===== config.mk =====
export PLATFORM = sky130hd
export DESIGN_NAME = adder_unit_flat
export DESIGN_NICKNAME = d
export VERILOG_FILES = /design/src/rtl/adder_if.sv /design/src/rtl/adder_unit.sv /design/src/flat_wrapper.sv
export SDC_FILE = /design/constraint.sdc
export NUM_CORES = 1
export LEC_CHECK = 0
export CELL_PAD_IN_SITES_DETAIL_PLACEMENT = 1
export CELL_PAD_IN_SITES_GLOBAL_PLACEMENT = 1
export CORE_AREA = 3 3 55 57
export CTS_CLUSTER_DIAMETER = 30
export DETAILED_ROUTE_END_ITERATION = 12
export DIE_AREA = 0 0 58 60
export GPL_ROUTABILITY_DRIVEN = 0
export HOLD_SLACK_MARGIN = 0.15
export PLACE_DENSITY_LB_ADDON = 0.1
export SLEW_MARGIN = 20
export SYNTH_ARGS = -nofsm -noshare
export SYNTH_HDL_FRONTEND = slang
export SYNTH_SLANG_ARGS = --single-unit

===== constraint.sdc =====
create_clock -name clk -period 6.1 [get_ports clk]
set_clock_uncertainty 0.2 [all_clocks]
set_input_delay 1.22 -clock clk [delete_from_list [all_inputs] [get_ports clk]]
set_output_delay 1.22 -clock clk [all_outputs]
set_load 0.02 [all_outputs]

===== src/rtl/adder_if.sv =====
// Stream bundle for the registered adder: operand side (a, b, in_valid/in_ready)
// and result side (y, ovf, zero, out_valid/out_ready).
interface adder_if #(
  parameter int WIDTH_IN  = 8,
  parameter int WIDTH_OUT = 9
);
  logic [WIDTH_IN-1:0]  a;
  logic [WIDTH_IN-1:0]  b;
  logic                 in_valid;
  logic                 in_ready;
  logic [WIDTH_OUT-1:0] y;
  logic                 out_valid;
  logic                 out_ready;
  logic                 ovf;
  logic                 zero;

  // Producer of operands and consumer of results
  modport master (
    output a, b, in_valid, out_ready,
    input  in_ready, y, out_valid, ovf, zero
  );

  // The adder itself
  modport slave (
    input  a, b, in_valid, out_ready,
    output in_ready, y, out_valid, ovf, zero
  );
endinterface


===== src/rtl/adder_unit.sv =====
// Registered two-operand adder with one output-register stage on a
// valid/ready stream. Produces the low WIDTH_OUT bits of the exact sum plus
// overflow and zero flags, all registered together.
module adder_unit #(
  parameter int WIDTH_IN  = 8,
  parameter int WIDTH_OUT = 9,
  parameter bit SIGNED    = 1'b0
) (
  input  logic   clk,
  input  logic   reset,
  adder_if.slave bus
);

  // Width at which the sum is exact; also large enough to carry the
  // extension when the output is wider than WIDTH_IN+1.
  localparam int SUM_W = ((WIDTH_IN + 1) > WIDTH_OUT) ? (WIDTH_IN + 1) : WIDTH_OUT;

  genvar gi;

  logic                 ext_a_bit;
  logic                 ext_b_bit;
  logic [SUM_W-1:0]     a_ext;
  logic [SUM_W-1:0]     b_ext;
  logic [SUM_W-1:0]     sum_full;
  logic                 sum_ovf;

  logic                 in_ready_int;
  logic                 in_xfer;
  logic                 out_xfer;

  logic [WIDTH_OUT-1:0] y_q, y_d;
  logic                 ovf_q, ovf_d;
  logic                 zero_q, zero_d;
  logic                 out_valid_q, out_valid_d;

  // Operand extension: sign bit replicated in signed mode, zeros otherwise
  assign ext_a_bit = SIGNED ? bus.a[WIDTH_IN-1] : 1'b0;
  assign ext_b_bit = SIGNED ? bus.b[WIDTH_IN-1] : 1'b0;
  assign a_ext     = {{(SUM_W - WIDTH_IN){ext_a_bit}}, bus.a};
  assign b_ext     = {{(SUM_W - WIDTH_IN){ext_b_bit}}, bus.b};
  assign sum_full  = a_ext + b_ext;

  // Overflow only exists when the output drops bits of the exact sum
  generate
    if (WIDTH_OUT >= WIDTH_IN + 1) begin : g_no_ovf
      assign sum_ovf = 1'b0;
    end else if (SIGNED) begin : g_signed_ovf
      // Fits the signed output range iff every dropped bit equals the new sign bit
      logic [SUM_W-WIDTH_OUT-1:0] sign_diff;
      for (gi = WIDTH_OUT; gi < SUM_W; gi++) begin : g_sign_cmp
        assign sign_diff[gi-WIDTH_OUT] = sum_full[gi] ^ sum_full[WIDTH_OUT-1];
      end
      assign sum_ovf = |sign_diff;
    end else begin : g_unsigned_ovf
      assign sum_ovf = |sum_full[SUM_W-1:WIDTH_OUT];
    end
  endgenerate

  // Stage can take new operands when empty or being drained this cycle
  assign in_ready_int = !out_valid_q || bus.out_ready;
  assign in_xfer      = bus.in_valid && in_ready_int;
  assign out_xfer     = out_valid_q && bus.out_ready;

  // Next-state for the result register: load beats drain, otherwise hold
  always_comb begin
    y_d         = y_q;
    ovf_d       = ovf_q;
    zero_d      = zero_q;
    out_valid_d = out_valid_q;
    if (in_xfer) begin
      y_d         = sum_full[WIDTH_OUT-1:0];
      ovf_d       = sum_ovf;
      zero_d      = (sum_full[WIDTH_OUT-1:0] == '0);
      out_valid_d = 1'b1;
    end else if (out_xfer) begin
      out_valid_d = 1'b0;
    end
  end

  // Result register with synchronous active-low reset taking priority
  always_ff @(posedge clk) begin
    if (!reset) begin
      y_q         <= '0;
      ovf_q       <= 1'b0;
      zero_q      <= 1'b1;
      out_valid_q <= 1'b0;
    end else begin
      y_q         <= y_d;
      ovf_q       <= ovf_d;
      zero_q      <= zero_d;
      out_valid_q <= out_valid_d;
    end
  end

  assign bus.in_ready  = in_ready_int;
  assign bus.y         = y_q;
  assign bus.ovf       = ovf_q;
  assign bus.zero      = zero_q;
  assign bus.out_valid = out_valid_q;

endmodule


===== src/flat_wrapper.sv =====
// flat-port wrapper written by rule: the top's interface ports become plain ports
module adder_unit_flat 
#(
  parameter int WIDTH_IN  = 8,
  parameter int WIDTH_OUT = 9,
  parameter bit SIGNED    = 1'b0
)
  (clk, reset, bus_a, bus_b, bus_in_valid, bus_out_ready, bus_in_ready, bus_y, bus_out_valid, bus_ovf, bus_zero);
  adder_if #(.WIDTH_IN(WIDTH_IN), .WIDTH_OUT(WIDTH_OUT)) bus_i ();
  input  logic clk;
  input  logic reset;
  input wire logic [$bits(bus_i.a)-1:0] bus_a;
  input wire logic [$bits(bus_i.b)-1:0] bus_b;
  input wire logic [$bits(bus_i.in_valid)-1:0] bus_in_valid;
  input wire logic [$bits(bus_i.out_ready)-1:0] bus_out_ready;
  output wire logic [$bits(bus_i.in_ready)-1:0] bus_in_ready;
  output wire logic [$bits(bus_i.y)-1:0] bus_y;
  output wire logic [$bits(bus_i.out_valid)-1:0] bus_out_valid;
  output wire logic [$bits(bus_i.ovf)-1:0] bus_ovf;
  output wire logic [$bits(bus_i.zero)-1:0] bus_zero;
  assign bus_i.a = bus_a;
  assign bus_i.b = bus_b;
  assign bus_i.in_valid = bus_in_valid;
  assign bus_i.out_ready = bus_out_ready;
  assign bus_in_ready = bus_i.in_ready;
  assign bus_y = bus_i.y;
  assign bus_out_valid = bus_i.out_valid;
  assign bus_ovf = bus_i.ovf;
  assign bus_zero = bus_i.zero;
  adder_unit #(.WIDTH_IN(WIDTH_IN), .WIDTH_OUT(WIDTH_OUT), .SIGNED(SIGNED)) u_core (.clk(clk), .reset(reset), .bus(bus_i));
endmodule

==> out/results.ini <==
[placement]
place_hpwl_mm = 1.720
pre_cts_ws_ps = 2224
portBuffers = 31

[worst_setup_path]
crit_path_max_fanout = 4
crit_path_end_kind = output pin
worstPathRequired_ps = 4680
start_kind = input port
path_class = in -> out
worstPathArrival_ps = 2450

[clock_tree]
insertion_delay_ps = 260
cts_buffers = 3
post_cts_buffers = 0
path_clk_slew_ps = 60
cts_tree = built
hold_buffers = 0
clockBufferDepth = 2
htreeDepth = 1
cts.repair.resized = 0
cts_root_buffer = clkbuf_4
cts_sinks = 11

[global_routing]
grt_pass1_vias = 808
grt_first_pass_wirelength_mm = 3.422
grt_use_total = 0.1284
overflow = 0
antenna_found_initial = 0
grt_start_max_net_pins = 12

[floorplan]
die_area_um2 = 3480
top_level_ports = 33
fp-row-count = 18
initial_utilization = 0.3219
dieHeight_um = 60
die_width_um = 58
core_um2 = 2522

[detailed_routing]
wl_mm = 2.045
vias = 813
via_per_inst = 5.113
drtAntennaViolNets = 0
drcViolationCount = 0
dr.pass1.iters = 4
avgRoutedWirePerCell_um = 12.86
drtIter0Drc = 9

[sta]
fin_tns_setup_ps = 0
post-route-period-util = 0.6343
grt_setup_unrepaired = false
drv_slew = 0
min_period_ps = 3869
fin_ws_ps = 2231
timing.fmax_ghz = 0.2584
finalSetupViolCount = 0
hold_viol = 0

[layout]
fin_util = 0.4623
multi_input_area_um2 = 560.5
syn2layout_area_growth_pct = 43.61
seqCellArea_um2 = 220.2
nets = 159
layout-drive-gt1-share = 0.05426
fill_cells = 322
antenna-diode-count = 0

[power_and_ir_drop]
vdd_drop_max_uv = 152.0
total_power_uw = 220.9
power_density_nw_per_um2 = 189.4
p_leak_nw = 0.4747

[logic_synthesis]
synth_cells = 98
yosys_most_used_dff = dfxtp_1
synth_edf_count = 0
synthArstFlopShare = 0
ys_ff_latch = 11
ys_warn_count = 0
yosys-top-cells-count = 14 x nand2_1, 11 x dfxtp_1, 8 x ha_1
yosys.area.top_type = dfxtp_1
synthesis.nets = 127
avgSynthCellArea_um2 = 8.286
synth_cell_type_count = 38
netlist_area_um2 = 812.0
synth_top_area_share = 0.2712
ys_seq_area_frac = 0.2712
yosysMostFrequentCell = nand2_1
synthTopCellsByArea = dfxtp_1 27%, ha_1 12%, nand2_1 6.5%, o21ai_0 4.3%, o211a_1 3.7%

[run]
drv_cap = 0

[status]
run_status = complete, no violations

[worst_hold_path]
worstHoldPathType = reg -> reg

-- cells in the final DEF (no fill, tap or decap), types with 2 or more instances in the layout --
cell              n
nand2_1          14
o21ai_0           7
ha_1              8
a211oi_2          2
dfxtp_1          11
and2_1            3
nor2_1            5
o211a_1           3
clkdlybuf4s50_1  31
inv_1             3
clkbuf_4          3
a21oi_1           3
a21boi_1          4
xnor2_1           3
o21ai_1           2
nor4_1            2
nor3b_1           3
a21boi_0          2
-- area by class of cell --
cell class | count | area share
Multi-Input combinational cell | 80 | 0.4807
Inverter | 3 | 0.009657
Tap cell | 30 | 0.03219
Clock buffer | 4 | 0.02253
Sequential cell | 11 | 0.1888
Timing Repair Buffer | 31 | 0.2661
-- per-stage QoR --
step | hold slack, ps | std cells | instance area, um^2
final | 254.1 | 159 | 1166
after global routing | 295.8 | 159 | 1166
after CTS | 257.4 | 159 | 1166
after detailed placement | 248.2 | 155 | 1140
after global placement | 241.1 | 155 | 1140
after floorplan | 333.3 | 98 | 812.0
-- routing by layer --
metal  vias up  GRT usage  part of all wire
met5         -          0                 0
met1       379     0.1580              0.45
li1        417          -                 -
met4         0   0.009934                 0
met2        17     0.2226              0.49
met3         0    0.04752             0.059
-- final timing paths --
check | from | endpoint | slack (ps) | depth (start not counted)
worst max-delay path | bus_out_ready | bus_in_ready | 2230 | 3
worst min-delay path | u_core.bus.y[6] | u_core.bus.y[6] | 250 | 2
worst max register to register | u_core.bus.out_valid | u_core.bus.zero | 4660 | 4
worst min register to register | u_core.bus.y[6] | u_core.bus.y[6] | 250 | 2
-- registers in the layout, indices dropped and copies added (netlist names) --
register / count
u_core.bus.out_valid: 1
u_core.bus.zero: 1
u_core.bus.y: 9
-- critical path, cell delays in order --
cell,delay [ps]
clkdlybuf4s50_1,450
nand2b_1,160
clkdlybuf4s50_1,620
-- cell families after synthesis --
family,after synthesis,share of synthesized area
buffers and inverters,7,0.03852
xor gates and xnor gates,3,0.03236
adders and majority gates,9,0.1479
AOI/OAI and AO/OA,31,0.2789
other,1,0.004618
DFF,11,0.2712
and+or+nand+nor,36,0.2265
-- where the power goes --
part	internal [mW]	switching, mW
clock network	0.0253	0.0228
registers	0.0783	0.00301
logic	0.0460	0.0455
Note: power is estimated with default switching activity, not from simulation.
